**src/rtl/rr_grant_arbiter.sv**
```systemverilog
// Registered round-robin arbiter with hold tracking.
// Grants are sticky while the owner keeps requesting.
module rr_grant_arbiter #(
    parameter int N          = 8,
    parameter int IDW        = $clog2(N),
    parameter int HOLD_LIMIT = 255
) (
    input  logic           clock,
    input  logic           reset,
    input  logic [0:N-1]   r,
    output logic [0:N-1]   g,
    output logic           grant_valid,
    output logic [IDW-1:0] grant_id,
    output logic [7:0]     hold_cnt,
    output logic           hold_err
);

    logic [0:N-1]   g_q, g_d;
    logic           gv_q, gv_d;
    logic [IDW-1:0] id_q, id_d;
    logic [IDW-1:0] ptr_q, ptr_d;
    logic [7:0]     cnt_q, cnt_d;
    logic           err_q, err_d;
    logic           keep;
    logic           found;
    logic [IDW-1:0] cand;

    // Hold the current owner, else scan from the agent after the last owner.
    always_comb begin
        g_d   = g_q;
        gv_d  = gv_q;
        id_d  = id_q;
        ptr_d = ptr_q;
        cnt_d = '0;
        err_d = err_q;
        found = 1'b0;
        cand  = '0;
        keep  = gv_q && r[id_q];
        if (keep) begin
            if (cnt_q != 8'hFF)
                cnt_d = cnt_q + 8'd1;
            else
                cnt_d = cnt_q;
            if (int'(cnt_q) >= HOLD_LIMIT)
                err_d = 1'b1;
        end else begin
            g_d  = '0;
            gv_d = 1'b0;
            id_d = '0;
            for (int k = 1; k <= N; k++) begin
                cand = IDW'((int'(ptr_q) + k) % N);
                if (!found && r[cand]) begin
                    found     = 1'b1;
                    g_d[cand] = 1'b1;
                    gv_d      = 1'b1;
                    id_d      = cand;
                    ptr_d     = cand;
                end
            end
        end
    end

    // State registers; pointer resets to the last agent so agent 0 goes first.
    always_ff @(posedge clock) begin
        if (reset) begin
            g_q   <= '0;
            gv_q  <= 1'b0;
            id_q  <= '0;
            ptr_q <= IDW'(N - 1);
            cnt_q <= '0;
            err_q <= 1'b0;
        end else begin
            g_q   <= g_d;
            gv_q  <= gv_d;
            id_q  <= id_d;
            ptr_q <= ptr_d;
            cnt_q <= cnt_d;
            err_q <= err_d;
        end
    end

    assign g           = g_q;
    assign grant_valid = gv_q;
    assign grant_id    = id_q;
    assign hold_cnt    = cnt_q;
    assign hold_err    = err_q;

endmodule

```
**config.mk**
```make
export PLATFORM = sky130hd
export DESIGN_NAME = rr_grant_arbiter
export DESIGN_NICKNAME = d
export VERILOG_FILES = /design/src/rtl/rr_grant_arbiter.sv
export SDC_FILE = /design/constraint.sdc
export NUM_CORES = 1
export LEC_CHECK = 0
export BUFFER_PORTS_ARGS = -buffer_cell sky130_fd_sc_hd__clkbuf_2
export CAP_MARGIN = 5
export CORE_ASPECT_RATIO = 1.75
export CORE_MARGIN = 2
export CORE_UTILIZATION = 50
export CTS_CLUSTER_SIZE = 16
export DETAILED_ROUTE_END_ITERATION = 12
export PLACE_DENSITY_LB_ADDON = 0.12
export SLEW_MARGIN = 40
export SYNTH_ARGS = -nofsm -noshare
export SYNTH_HDL_FRONTEND = slang
export SYNTH_SLANG_ARGS = --single-unit
```
**constraint.sdc**
```tcl
create_clock -name clock -period 4.7 [get_ports clock]
set_input_delay 0.705 -clock clock [delete_from_list [all_inputs] [get_ports clock]]
set_output_delay 0.705 -clock clock [all_outputs]
set_load 0.05 [all_outputs]
```
# [After elaboration in Yosys (flattened, before gate mapping)]
# Index checks and enable logic that the tools add are counted.
[totals] latchBits=0 romBits=0 inputBits=10 reg_bits=24 n_memories=0 out_inout_bits=21 word_cells=173 mem_bits_rw=0
[classes] add_sub_neg=9 n_div=0 n_reduce_logical=27 n_lt_le_gt_ge=18 mul=0 n_bitwise=17 n_eq_ne=1 shifts=0 n_mux=95
[op_table] cell="$mux 8" count=15
[op_table] cell="$or 8x8->8" count=7
[op_table] cell="$mux 3" count=16
[op_table] cell="$mux 1" count=47
[op_table] cell="$ge 4x4->1 const B" count=9
[op_table] cell="$not 3->4" count=9
[op_table] cell="$lt 4x1->1 const B" count=8
[op_table] cell="$bmux 1 s3" count=9
[op_table] cell="$demux 1 s3" count=8
[op_table] cell="$logic_and 1x1->1" count=16
[op_table] cell="$add 3x3->3 const B" count=4
[op_table] cell="$add 8x1->8 const B" count=1
[op_table] cell="$ge 8x8->1 const B" count=1
[op_table] cell="$ne 8x8->1 const B" count=1
[op_table] cell="$reduce_bool 8->1" count=1
[op_table] cell="$logic_not 1->1" count=7
[op_table] cell="$add 3x1->3 const B" count=2
[op_table] cell="$add 3x2->3 const B" count=2
[op_table] cell="$reduce_and 2->1" count=2
[op_table] cell="$reduce_or 2->1" count=1
[op_table] cell="$not 1->1" count=1

# [Logic depth before layout (Yosys ltp)]
# Gate-level depths: netlist of run 1.
[logic_depth] depth_word=35 ltp_mapped=13 mapped_depth_nobuf=9

# [Worst setup path after synthesis of run 1]
# No wires, ideal clock.
[synth_path] path_kind="register -> register" startpoint="register ptr_q[1]" endpoint="register ptr_q[1]" t_arrival_ns=3.217 stages_incl_launch_ff=13 n_path_buf=3 setup_ns=0.133 t_required_ns=4.567 slack_ns=1.351 synth_period_minus_slack_ns=3.349 path_cell_list="dfxtp_1 -> buf_4 -> clkbuf_1 -> inv_1 -> ha_1 -> clkbuf_1 -> mux4_2 -> nand2_1 -> a21boi_0 -> nand2_1 -> o211ai_1 -> mux2i_1 -> o311ai_1"
[synth_via] elab_chain_cells=35 elab_cells_between_ends=78 classes_between="8 x add/sub; 46 x mux; 8 x bitwise; 16 x reduce/logical"
[synth_rtl] item="start, declared" line="21" rtl="logic [IDW-1:0] ptr_q, ptr_d;"
[synth_rtl] item="start signal, assigned" line="69" rtl="ptr_q <= IDW'(N - 1);"
[synth_rtl] item="start signal, assigned" line="76" rtl="ptr_q <= ptr_d;"
[synth_rtl] item="$add 3x1->3" line="51" rtl="cand = IDW'((int'(ptr_q) + k) % N);"
[synth_rtl] item="$not 3->4 (not written as such)" line="52" rtl="if (!found && r[cand]) begin"
[synth_rtl] item="$bmux 1 s3" line="52"
[synth_rtl] item="$mux 1 (not written as such) (2 in a row)" line="52"
[synth_rtl] item="$mux 1" line="52"
[synth_rtl] item="$mux 1" line="39" rtl="if (keep) begin"
[synth_rtl] item="$logic_not 1->1" line="52"
[synth_rtl] item="$logic_and 1x1->1" line="52"
[synth_rtl] item="[18 not listed]"
[synth_rtl] item="$logic_not 1->1" line="52"
[synth_rtl] item="$logic_and 1x1->1" line="52"
[synth_rtl] item="$mux 1" line="52"
[synth_rtl] item="$mux 1" line="39"
[synth_rtl] item="$logic_not 1->1" line="52"
[synth_rtl] item="$logic_and 1x1->1" line="52"
[synth_rtl] item="$reduce_bool 8->1 (no source line)"
[synth_rtl] item="$reduce_and 2->1 (no source line)"
# Several ways; a longest one is shown, not always the timed one. The select of a mux whose other input is x is not followed.
# A chain may end at the register's enable or synchronous reset.

# [Worst setup path after layout of run 1]
[layout_path] startpoint="register ptr_q[2]" endpoint="register ptr_q[1]"
# The elaborated chain is that of the path after synthesis.

==> impl_metrics.ini, run 1 <==
[outcome]
status = finished, final reports clean

[logic_synthesis]
synth_area_um2 = 2460
synth_cells = 295
ys_ff_latch = 24
ys_types = 62
syn_nets = 312
yosys_most_used_dff = dfxtp_1
yosysTopAreaCell = dfxtp_1
synth-edff-count = 0
yosysTopAreaCellShare_pct = 19.5
synth-async-reset-ratio_pct = 0
syn_avg_cell_area_um2 = 8.36
ys_seq_area_share_pct = 19.5
yosysMostFrequentCell = nor2_1
synth_common_cells = nor2_1 (31), dfxtp_1 (24), nand3_1 (21)
synth_top_cells_by_area = dfxtp_1 (19%), mux4_2 (12%), mux2i_1 (6.9%), nor2_1 (4.7%), nand3_1 (4.3%)
yosys_warnings = 0

[cells_and_area]
syn2layout_area_growth_pct = 9.54
n_antenna_cell = 0
fillerInstances = 470
stdcell_count = 366
fin_area_um2 = 2700
nets = 332
drive_gt1_share_pct = 22.3

[worst_hold_path]
hold_path_class = reg2reg
min-delay-start = hold_err
hold_depth = 2
hold_end = hold_err

[setup_path]
r2r-start = ptr_q[2]
r2r-end = ptr_q[1]
cp_data_arrival_time_ps = 3820
critPathKind = reg2reg
crit_path_start = ptr_q[2]
cp.required_ps = 4840
r2r_cells = 8
path_max_fanout = 15
critPathLaunchType = flip-flop
reg2reg_setup_slack_ps = 1020
cp-end-kind = flip-flop

[power_and_ir_drop]
leakagePower_nw = 1.03
power_density_nw_per_um2 = 835
max-vdd-ir-drop_v = 0.000555

[clock_tree]
cts_tree = built
clock_path_buffers = 2
clk_latency_ps = 270
clkTransAtPathRegs_ps = 90
cts_sinks = 24
htreeDepth = 1
post_cts_resize_count = 0
cts_made_buffers = 3
root_buffer = clkbuf_8
cts_setup_buffers = 0
cts_hold_buf = 0

[global_routing]
grt_max_degree = 30
grt_pass1_wl_mm = 12.4
antenna_found_initial = 0
grt_overflow = 0
grtUsageTotal_pct = 28.3
grt_pass1_vias = 2412

[drt]
wl_per_cell_um = 20.7
via_per_inst = 6.77
drtIter0Drc = 126
drc_errors = 0
final_antenna_net_count = 0
routed_wirelength_mm = 7.58
drt_pass1_iterations = 4
vias = 2477

[timing]
worst_pin_slew_ps = 772
slew_violations = 0
fin_crit_ps = 3680
period_share_pct = 78.3
setup_violations = 0
setup_tns_ps = 0
fmax_ghz = 0.272
grt_setup_unrepaired = false
finalHoldViolCount = 0
maxSlewHeadroom_pct = 48.5
fin_skew_ps = 6.23

[floorplanning]
core_area_um2 = 4710
start_util_pct = 52.4
die_h_um = 96.9
die_x_um = 57.1
die-area_um2 = 5530
rows = 33
io_pins = 31

[run]
drv_cap = 0

[placed_design]
placed_area_um2 = 2630
numPortBuffers = 30
gp_congestion = 0.994
dp.cells = 362
hpwl_mm = 5.85
==> flip-flops by register name (all words and copies together), names as in the netlist <==
name         count
grant_id         3
g                8
ptr_q            3
grant_valid      1
hold_err         1
hold_cnt         8
==> power breakdown <==
group / switching (mW) / internal [mW]
clock: 0.0697 / 0.114
sequential: 0.0600 / 0.257
combinational: 1.15 / 0.607
total: 1.28 / 0.978
==> per-stage QoR <==
stage	util [%]	hold slack [ps]	power [mW]	setup WS (ps)
after floorplan	-	713	1.65	1350
after global placement	55.8	453	2.06	1070
after detailed placement	55.8	462	2.04	1100
after CTS	57.4	485	2.23	1080
after global routing	57.4	515	2.40	860
final	57.4	477	2.25	1020
==> cells in the final DEF (no fill, tap or decap), types with 4 or more instances in the layout <==
master	count
nor2_1	31
clkbuf_2	30
dfxtp_1	24
nand3_1	21
nand2_1	20
o21ai_0	18
mux2i_1	17
mux4_2	13
inv_1	10
a31oi_1	10
a21oi_1	9
nand4_1	8
ha_1	7
o211ai_1	6
buf_4	6
mux2_2	5
nand2b_1	4
nor3_1	4
xnor2_1	4
o21bai_1	4
o31ai_1	4
==> cell type report <==
cell class	count	area, µm²	area share [%]
clock buffers	3	41.3	1.53
clock inverters	1	30.0	1.11
inverters	10	37.5	1.39
multi-input cells	240	1850	68.5
flip-flops and latches	24	480	17.8
well taps	52	65.1	2.41
repair buffers	36	195	7.23
==> worst max-delay path, stage by stage (launching register included) <==
cell	delay, ps
dfxtp_1	830
inv_1	150
ha_1	480
mux4_2	560
mux2_4	320
a211oi_4	330
nand3b_1	270
a41oi_1	440
o311ai_1	150
==> logic make-up after synthesis <==
logic type / share of synthesized area, %
compound gates: 25.2
simple gates: 21.5
mux: 21.7
buf+inv: 5.43
flops: 19.5
xor+xnor: 3.15
fa+ha+maj: 3.55
==> worst max path at each step <==
stage / depth (start not counted) / to
3_5_place_dp: 8 / ptr_q[1]
6_report: 8 / ptr_q[1]
3_3_place_gp: 8 / ptr_q[1]
5_1_grt: 9 / g[5]
4_1_cts: 9 / g[7]
2_1_floorplan: 12 / ptr_q[1]
==> metal layers <==
metal	track usage, %	up-vias	share of wire, %
li1	-	1177	-
met1	32.3	1167	38
met2	48.4	100	51
met3	2.54	33	4.2
met4	18.8	0	6.8
met5	0	-	0
(Power assumes the default switching activity.)
==> run 2, diff against run 1 <==
Clock period 4.7 ns to 3.25 ns, I/O delays scaled along.
==> run 2 against run 1 <==
  * Clock skew rose by 1.6 ps
  * Sequential share of layout area fell by 0.62 points
  * Hold slack improved by 0.87 ps
  * Count of clock-buffer cells in the layout did not move
  * Final area rose by 3.6%
  * Via count rose by 2.9%
  * Final cell count rose by 3.6%
  * Sequential power rose by 32%
  * Die area did not move
  * Non-clock buffer count rose by 13
  * Maximum frequency rose by 21%
  * Largest cell class unchanged
  * Setup slack got worse by 810 ps
==> impl_metrics.ini, run 2 (synthesis gave the netlist of run 1 again) <==
[timing]
setup_violations = 0
whs_ps = 478
setup_tns_ps = 0
fin_crit_ps = 3040
grt_setup_unrepaired = false
finalHoldViolCount = 0
period_share_pct = 93.5
fmax_ghz = 0.329
slew_violations = 0
worst_pin_slew_ps = 703
maxSlewHeadroom_pct = 52.8
fin_skew_ps = 7.82

[clock_tree]
cts_hold_buf = 0
cts_sinks = 24
htreeDepth = 1
root_buffer = clkbuf_8
cts_made_buffers = 3
clock_path_buffers = 2
cts_tree = built
post_cts_resize_count = 0
clkTransAtPathRegs_ps = 90
clk_latency_ps = 260
cts_setup_buffers = 0

[setup_path]
timing.critical_path.buf_inv = 2
cp.required_ps = 3430
max_stage_delay_ps = 550
cp-end-kind = flip-flop
critPathTopFamily = multiplexers
critPathLaunchType = flip-flop
critPathKind = reg2reg
path_cells = inv_1, ha_1, mux4_2, mux2_4, a211oi_2, nand3_1, o41ai_1, buf_4, o21ai_1, a311oi_1
slowest_stage = mux4_2
path_max_fanout = 6
cp_data_arrival_time_ps = 3220

[power_and_ir_drop]
internal-power_mw = 1.53
leakagePower_nw = 1.09
p_sw_share_pct = 54.3
clkPwrFrac_pct = 7.8
power_density_nw_per_um2 = 1200
p_sw_mw = 1.82
power_frac_seq_pct = 12.4
max-vdd-ir-drop_v = 0.000794
p_comb_share_pct = 79.7

[drt]
drtIter0Drc = 106
routed_wirelength_mm = 7.72
vias = 2549
wl_per_cell_um = 20.4
final_antenna_net_count = 0
drc_errors = 0
drt_pass1_iterations = 4
via_per_inst = 6.73

[floorplanning]
rows = 33
die-area_um2 = 5530
io_pins = 31
core_area_um2 = 4710
die_h_um = 96.9
die_x_um = 57.1
start_util_pct = 52.4

[cells_and_area]
layout_common_cells = nor2_1 (31), clkbuf_2 (30), dfxtp_1 (24), nand3_1 (21), nand2_1 (20)
stdcell_count = 379
final_common_cell = nor2_1
nets = 345
drive_gt1_share_pct = 25.4
syn2layout_area_growth_pct = 13.5
n_antenna_cell = 0

[placed_design]
dp.cells = 375
gp_congestion = 1.04
numPortBuffers = 30
hpwl_mm = 6.15

[global_routing]
antenna_found_initial = 0
grt_overflow = 0
grtUsageTotal_pct = 28.6
grt_max_degree = 21
grt_pass1_vias = 2441
grt_pass1_wl_mm = 12.5

[outcome]
status = finished, final reports clean

[run]
drv_cap = 0

[worst_hold_path]
hold_path_class = reg2reg
==> run 2: per-layer routing <==
metal  track usage (%)  vias to the layer above  wire [µm]
li1                  -                     1201          -
met1              31.9                     1228       2820
met2              51.1                       91       4180
met3              2.27                       29        313
met4              16.6                        0        405
met5                 0                        -          0
==> run 2: final timing paths <==
check                   to     start  slack [ps]  depth (start not counted)
setup reg to reg      g[5]  ptr_q[1]         210                         10
hold reg to reg   hold_err  hold_err         480                          2
hold / removal    hold_err  hold_err         480                          2
setup / recovery      g[5]  ptr_q[1]         210                         10
==> run 2: worst reg2reg max path: cells and delay by family (launching register included) <==
| family | cells | cell delay [ps] |
|---|---|---|
| flops | 1 | 340 |
| compound gates | 4 | 770 |
| buf+inv | 2 | 270 |
| fa+ha+maj | 1 | 440 |
| mux | 2 | 880 |
| simple gates | 1 | 230 |
==> run 2: layout make-up <==
cell class / instances / area [µm²]
fillers: 470 / 1910
multi-input cells: 240 / 1850
flip-flops and latches: 24 / 480
repair buffers: 49 / 293
well taps: 52 / 65.1
clock buffers: 3 / 41.3
inverters: 10 / 37.5
clock inverters: 1 / 30.0
==> run 2: per-stage QoR <==
| stage | cell area, µm² | power (mW) | util (%) | setup slack, ps |
|---|---|---|---|---|
| CTS | 2800 | 3.32 | 59.4 | 263 |
| global route | 2800 | 3.57 | 59.4 | 23.1 |
| global placement | 2730 | 3.07 | 57.9 | 355 |
| floorplan | 2470 | 2.39 | - | 15.9 |
| finish | 2800 | 3.35 | 59.4 | 211 |
| detailed placement | 2730 | 3.06 | 57.9 | 308 |
==> run 2: power groups by stage <==
stage | logic [mW] | registers, mW | clock network [mW]
after global routing | 2.87 | 0.430 | 0.277
final | 2.67 | 0.417 | 0.263
after floorplan | 1.75 | 0.634 | 0
after global placement | 2.65 | 0.421 | 0
after CTS | 2.64 | 0.419 | 0.267
after detailed placement | 2.63 | 0.426 | 0
==> run 3, diff against run 2 <==
Settings changed: MAX_ROUTING_LAYER set to met4.
==> run 3 against run 2 <==
  * Non-clock buffer count increased by 1
  * Routed wire length increased by 3.2%
  * Final area increased by 0.27%
  * Critical endpoint unchanged
==> impl_metrics.ini, run 3 (synthesis gave the netlist of run 1 again) <==
[placed_design]
dpl_worst_slack_ps = 274
placed_area_um2 = 2730
hpwl_mm = 6.39
dp.cells = 376
gp_congestion = 1.01
numPortBuffers = 30

[setup_path]
cp_data_arrival_time_ps = 3240
critPathKind = reg2reg
critPathLaunchType = flip-flop
path_max_fanout = 6
cp-end-kind = flip-flop
cp.required_ps = 3420

[cells_and_area]
fin_area_um2 = 2810
layout_common_cells = nor2_1 (31), clkbuf_2 (30), dfxtp_1 (24), nand3_1 (21)
n_antenna_cell = 0
final_common_cell = nor2_1
final_util_pct = 59.6
stdcell_count = 380
syn2layout_area_growth_pct = 13.8
nets = 346
drive_gt1_share_pct = 25.6

[drt]
drtIter0Drc = 111
final_antenna_net_count = 0
vias = 2556
drc_errors = 0
via_per_inst = 6.73
routed_wirelength_mm = 7.97
drt_pass1_iterations = 4
wl_per_cell_um = 21.0

[clock_tree]
cts_setup_buffers = 0
htreeDepth = 1
clk_latency_ps = 260
cts_tree = built
post_cts_resize_count = 0
cts_sinks = 24
cts_made_buffers = 3
cts_hold_buf = 0
clkTransAtPathRegs_ps = 90
root_buffer = clkbuf_8
clock_path_buffers = 2

[worst_hold_path]
hold_path_class = reg2reg

[timing]
slew_violations = 0
period_share_pct = 94.4
setup_ws_ps = 182
fin_skew_ps = 10.3
finalHoldViolCount = 0
setup_tns_ps = 0
setup_violations = 0
grt_setup_unrepaired = false
maxSlewHeadroom_pct = 52.0
worst_pin_slew_ps = 715
fmax_ghz = 0.326
fin_crit_ps = 3070

[floorplanning]
rows = 33
core_area_um2 = 4710
die-area_um2 = 5530
die_h_um = 96.9
io_pins = 31
start_util_pct = 52.4
die_x_um = 57.1

[power_and_ir_drop]
max-vdd-ir-drop_v = 0.000815
power_density_nw_per_um2 = 1210
leakagePower_nw = 1.10

[global_routing]
grtUsageTotal_pct = 30.6
grt_max_degree = 24
use_met2_pct = 51.9
busiest_layer = met2
grt_pass1_wl_mm = 12.9
grt_overflow = 0
grt_pass1_vias = 2515
antenna_found_initial = 0
grt.met1_usage_pct = 32.4
gr-usage-met3_pct = 3.34

[run]
drv_cap = 0

[outcome]
status = finished, final reports clean
-- run 3: cell count changes in the layout (fill, tap and decap cells not counted), sizes merged --
cell / change
buf: +1
-- run 3: cell type report --
class	count	area (µm²)
well taps	52	65.1
fillers	446	1900
inverters	10	37.5
multi-input cells	240	1850
clock inverters	1	30.0
flip-flops and latches	24	480
repair buffers	50	300
clock buffers	3	41.3
-- run 3: worst paths after layout --
kind	start	to	slack, ps	cells after the start
worst max-delay path	ptr_q[1]	g[5]	180	10
worst min-delay path	hold_err	hold_err	480	2
worst max register to register	ptr_q[1]	g[5]	180	10
worst min register to register	hold_err	hold_err	480	2
-- run 3: power breakdown --
group | total (mW) | leakage, nW | switching [mW] | internal [mW]
Combinational | 2.72 | 0.866 | 1.71 | 1.01
Clock | 0.258 | 0.0357 | 0.0934 | 0.164
Sequential | 0.420 | 0.197 | 0.0484 | 0.372
-- run 3: routing by layer --
metal | vias to the layer above | share of wire (%)
li1 | 1205 | -
met1 | 1213 | 36
met2 | 100 | 52
met3 | 38 | 4.3
met4 | 0 | 7.1
met5 | - | 0
-- run 3: through the flow --
step,hold slack [ps],power (mW)
2_1_floorplan,713,2.39
3_3_place_gp,452,3.10
3_5_place_dp,465,3.10
4_1_cts,486,3.37
5_1_grt,525,3.62
6_report,477,3.40
-- run 3: worst max-delay path, cell delays in order (launching register included) --
cell	delay [ps]
dfxtp_1	340
inv_1	90
ha_1	440
mux4_2	550
mux2_4	340
a211oi_2	370
nand3_1	220
o41ai_1	110
buf_4	180
o21ai_1	70
a311oi_1	250
